File: src/rtl/reduce_nway.sv
// reduce_nway: pipelined N-input bit reduction (AND / OR / XOR / XNOR).
// A balanced binary tree with one register stage per level. The operator
// travels with its beat. A single global enable stalls the whole pipe
// under output backpressure.
//
// Handshake: a beat is taken on a rising edge where in_valid && in_ready,
// and a result is handed over on a rising edge where out_valid && out_ready.
// in_ready is low only while a valid result is held against out_ready=0.
// Bubbles are not squeezed out: every stage advances whenever the pipe is
// enabled.
module reduce_nway #(
    parameter int N = 8
) (
    input  logic         clk,
    input  logic         rst_n,
    input  logic [N-1:0] in_vec,
    input  logic [1:0]   in_op,
    input  logic         in_valid,
    output logic         in_ready,
    output logic         out_bit,
    output logic         out_valid,
    input  logic         out_ready
);
    // Tree depth (= latency in cycles) and padded leaf count.
    localparam int D  = $clog2(N);
    localparam int W  = 1 << D;
    // Operator registers for stages 1..D-1. The last stage's operator has
    // already been applied when its result is registered, so it is not kept.
    localparam int OW = (D > 1) ? 2 * (D - 1) : 2;
    // Width of levels 0..D-1 laid side by side (W + W/2 + ... + 2).
    localparam int FW = 2 * W - 2;

    logic          pad;
    logic [W-1:0]  leaves;
    logic [D-1:0]  v_q;      // bit s-1 = valid of stage s
    logic [OW-1:0] op_q;     // bits [2(s-1)+:2] = operator of stage s
    logic [OW+1:0] op_all;   // index 0 = incoming operator, then stages
    // Node bits of levels 1..D. Level L starts at W - 2^(D-L+1), so the
    // root (level D) is the top bit.
    logic [W-2:0]  node_q;
    logic [W-2:0]  node_d;
    // Levels 0..D-1 as seen by the next level. Level L starts at
    // 2W - 2^(D-L+1).
    logic [FW-1:0] full;
    logic          en;
    logic          a;
    logic          b;
    logic          r;
    logic [1:0]    o;

    assign pad    = (in_op == 2'b00);
    assign op_all = {op_q, in_op};

    // Leaves: input bits, padded above N with the operator's identity.
    always_comb begin
        leaves         = {W{pad}};
        leaves[N-1:0]  = in_vec;
    end

    // Gather the sources of every tree level: leaves, then stage nodes.
    always_comb begin
        full         = '0;
        full[W-1:0]  = leaves;
        for (int i = 0; i < W - 2; i++) begin
            full[W + i] = node_q[i];
        end
    end

    // Pairwise combine of each level into the next; XNOR inverts at the root.
    always_comb begin
        node_d = '0;
        a      = 1'b0;
        b      = 1'b0;
        r      = 1'b0;
        o      = 2'b00;
        for (int l = 1; l <= D; l++) begin
            for (int k = 0; k < (W >> l); k++) begin
                a = full[(2 * W - (1 << (D - l + 2))) + 2 * k];
                b = full[(2 * W - (1 << (D - l + 2))) + 2 * k + 1];
                o = op_all[2 * (l - 1) +: 2];
                case (o)
                    2'b00:   r = a & b;
                    2'b01:   r = a | b;
                    default: r = a ^ b;
                endcase
                if (l == D && o == 2'b11) begin
                    r = ~r;
                end
                node_d[(W - (1 << (D - l + 1))) + k] = r;
            end
        end
    end

    // Pipeline registers: the whole pipe shifts one stage whenever enabled.
    always_ff @(posedge clk or negedge rst_n) begin
        if (!rst_n) begin
            v_q    <= '0;
            op_q   <= '0;
            node_q <= '0;
        end else if (en) begin
            v_q    <= (v_q << 1) | D'(in_valid);
            op_q   <= op_all[OW-1:0];
            node_q <= node_d;
        end
    end

    assign out_valid = v_q[D-1];
    assign out_bit   = node_q[W-2];
    // Stall only when a finished result is being refused downstream.
    assign en        = !(out_valid && !out_ready);
    assign in_ready  = en;

endmodule

File: config.mk
export PLATFORM = sky130hd
export DESIGN_NAME = reduce_nway
export DESIGN_NICKNAME = d
export VERILOG_FILES = /design/src/rtl/reduce_nway.sv
export SDC_FILE = /design/constraint.sdc
export NUM_CORES = 1
export LEC_CHECK = 0
export ABC_CLOCK_PERIOD_IN_PS = 1600
export CELL_PAD_IN_SITES_DETAIL_PLACEMENT = 0
export CELL_PAD_IN_SITES_GLOBAL_PLACEMENT = 2
export CORE_MARGIN = 5
export CORE_UTILIZATION = 30
export DETAILED_ROUTE_END_ITERATION = 7
export PLACE_DENSITY = 0.8
export SLEW_MARGIN = 10
export SYNTH_ARGS = -nofsm -noshare
export SYNTH_HDL_FRONTEND = slang
export SYNTH_SLANG_ARGS = --single-unit
File: constraint.sdc
create_clock -name clk -period 1.6 [get_ports clk]
set_clock_uncertainty 0.05 [all_clocks]
set_input_delay 0.4 -clock clk [delete_from_list [all_inputs] [get_ports clk]]
set_output_delay 0.4 -clock clk [all_outputs]
set_load 0.02 [all_outputs]
==> results.sh <==
export IMPL_wl_per_cell_um=10.4
export IMPL_hold_viol_final=0
export IMPL_mostFrequentLayoutCell="nand2_1"
export IMPL_hold_buffers=0
export IMPL_dp_hpwl_mm=1.30
export IMPL_syn_num_nets=126
export IMPL_clk_path_buf_depth=2
export IMPL_gp_congestion=0.702
export IMPL_syn_instance_count=98
export IMPL_dp_slack_ns=-0.454
export IMPL_min_period_over_period_pct=91.3
export IMPL_hold_ws_ns=0.372
export IMPL_wl_met3_um=79
export IMPL_io_pins=17
export IMPL_critical_path_required_ns=1.71
export IMPL_yosys_warnings=0
export IMPL_start_kind="flop"
export IMPL_cts_max_level=1
export IMPL_met1_length_um=719
export IMPL_total_power_uw=1370
export IMPL_pwr_share_comb_pct=40.6
export IMPL_r2r_cells=5
export IMPL_synthFlopType="dfrtp_1"
export IMPL_cp_depth=5
export IMPL_async_reset_ff_share_pct=100
export IMPL_die_y_um=64.5
export IMPL_tns_ns=0
export IMPL_die_area_sq_um=4160
export IMPL_remaining_drc_errors=0
export IMPL_drtPass1Iterations=4
export IMPL_layout_common_cells="nand2_1 (20), inv_1 (15), ha_1 (14), dfrtp_1 (14), clkdlybuf4s50_1 (12)"
export IMPL_drive_gt1_share_pct=14.0
export IMPL_clkPwrFrac_pct=18.4
export IMPL_critPathMaxFanout=2
export IMPL_core_sq_um=2810
export IMPL_grt_pass1_wl_mm=2.85
export IMPL_num_antenna_cells=0
export IMPL_min_path_type="in -> async"
export IMPL_max_slew_margin_pct=82.6
export IMPL_path_class="reg -> reg"
export IMPL_fmax_ghz=0.684
export IMPL_initial_utilization_pct=31.8
export IMPL_drt_initial_drc_count=16
export IMPL_synth_edf_count=0
export IMPL_cts_buffers=3
export IMPL_placed_area_sq_um=1110
export IMPL_grt_pass1_vias=662
export IMPL_ant_nets=0
export IMPL_avgSynthCellArea_sq_um=9.10
export IMPL_p_switching_uw=483
export IMPL_cp_slowest_stage_delay_ns=0.35
export IMPL_report_final_slew_viol_count=0
export IMPL_max_cap_violations=0
export IMPL_p_per_area_nw_per_um2=1200
export IMPL_placementRows=19
export IMPL_highest_layer="met4"
export IMPL_timing_critical_path_buf_inv=1
export IMPL_crit_arrival_ns=1.57
export IMPL_max_vdd_ir_drop_v=0.000334
export IMPL_fillCellCount=296
export IMPL_die_x_um=64.5
export IMPL_switching_share_pct=35.3
export IMPL_grt_antenna_before_repair=0
export IMPL_area_delta_synth_final_pct=28.1
export IMPL_syn_cell_area_sq_um=892
export IMPL_path_delay_family="flip-flops"
export IMPL_clock_latency_ns=0.27
export IMPL_yosysSeqAreaShare_pct=39.3
export IMPL_gr_total_overflow=0
export IMPL_cts_tree="done"
export IMPL_grt_max_degree=18
export IMPL_crit_chain="inv_1, ha_1, xor2_1, and3_1, a211o_1"
export IMPL_grt_setup_unrepaired="false"
export IMPL_grt_use_total_pct=8.34
export IMPL_final_nets=150
export IMPL_setup_viol=0
export IMPL_intPower_uw=885
export IMPL_cts_root_buf="clkbuf_4"
export IMPL_worst_path_max_delay_cell="dfrtp_1"
export IMPL_ys_seq_elements=14
export IMPL_wirelength_mm=1.58
export IMPL_clk_pin_slew_ns=0.09
export IMPL_finalCriticalPeriod_ns=1.46
export IMPL_cp_end_kind="flop"
export IMPL_vias=687
export IMPL_fin_ws_ns=0.139
export IMPL_wl_met2_um=762
export IMPL_clkSinkCount=14
export IMPL_p_leak_uw=0.000609
export IMPL_outcome="complete, no violations"
export IMPL_tightest_slew_ns=0.260
export IMPL_p_seq_share_pct=41.1
export IMPL_final_area_sq_um=1140
export IMPL_numPortBuffers=16
export IMPL_synthDistinctLibCells=21
export IMPL_viasPerCell=4.52
==> cells in the mapped netlist, types with 2 or more instances <==
library cell,instances,area share (%)
a211o_1,3,2.9
a21oi_1,6,3.4
a22oi_1,4,3.4
buf_2,2,1.1
dfrtp_1,14,39
ha_1,14,20
inv_1,15,6.3
nand2_1,20,8.4
nor2_1,3,1.3
o211ai_1,2,1.7
o21ai_0,3,1.7
o22ai_1,2,1.4
or2_2,2,1.4
==> power by group through the flow <==
stage | clock network (uW) | logic [uW] | registers, uW
CTS | 255 | 567 | 566
detailed placement | 0 | 586 | 574
global route | 272 | 643 | 584
finish | 252 | 555 | 562
floorplan | 0 | 381 | 585
global placement | 0 | 575 | 567
==> worst paths after layout <==
| path | slack [ns] | end | start |
|---|---|---|---|
| setup / recovery | 0.14 | node_q[6]$_DFFE_PN0N_ | node_q[4]$_DFFE_PN0N_ |
| hold / removal | 0.37 | node_q[4]$_DFFE_PN0N_ | rst_n |
| setup reg to reg | 0.14 | node_q[6]$_DFFE_PN0N_ | node_q[4]$_DFFE_PN0N_ |
| hold reg to reg | 0.41 | v_q[2]$_DFFE_PN0N_ | v_q[1]$_DFFE_PN0N_ |
| max in group asynchronous | 0.96 | v_q[1]$_DFFE_PN0N_ | rst_n |
| min in group clk | 0.41 | v_q[2]$_DFFE_PN0N_ | v_q[1]$_DFFE_PN0N_ |
==> state kept, by name, summed over array words and instances (netlist names) <==
| name | cells |
|---|---|
| node_q | 7 |
| op_q | 4 |
| v_q | 3 |
==> cells by family (layout without fill, tap and decap cells) <==
family,Yosys count,after routing,synth area share [%]
fa+ha+maj,14,14,19.6
flops,14,14,39.3
simple gates,28,28,14.0
xor+xnor,1,1,0.982
buf+inv,20,43,9.96
compound gates,21,21,16.1
==> stage by stage <==
stage / instances / util, %
final: 152 / 40.7
after global routing: 152 / 40.7
after CTS: 152 / 40.7
after detailed placement: 148 / 39.7
after global placement: 148 / 39.7
after floorplan: 98 / -
==> per-layer routing <==
layer | track usage, % | vias to the layer above
met1 | 10.5 | 304
met4 | 3.17 | 0
met5 | 0 | -
met3 | 1.55 | 2
li1 | - | 365
met2 | 14.2 | 16
==> layout make-up <==
cell class	instances	area, sq um	area share [%]
Clock buffer	4	36.3	3.18
Inverter	16	60.1	5.26
Multi-Input combinational cell	64	453	39.6
Sequential cell	14	350	30.7
Tap cell	31	38.8	3.40
Timing Repair Buffer	23	204	17.9
==> worst register-to-register path: stages (launching register included) <==
cell,delay [ns]
dfrtp_1,0.35
inv_1,0.06
ha_1,0.31
xor2_1,0.14
and3_1,0.18
a211o_1,0.25
==> what timing repair did <==
action	4_1_cts	5_1_grt
endpoints found under the setup margin	3	0
gates resized for setup	7	0
buffers inserted	0	0
(Power assumes the default switching activity.)
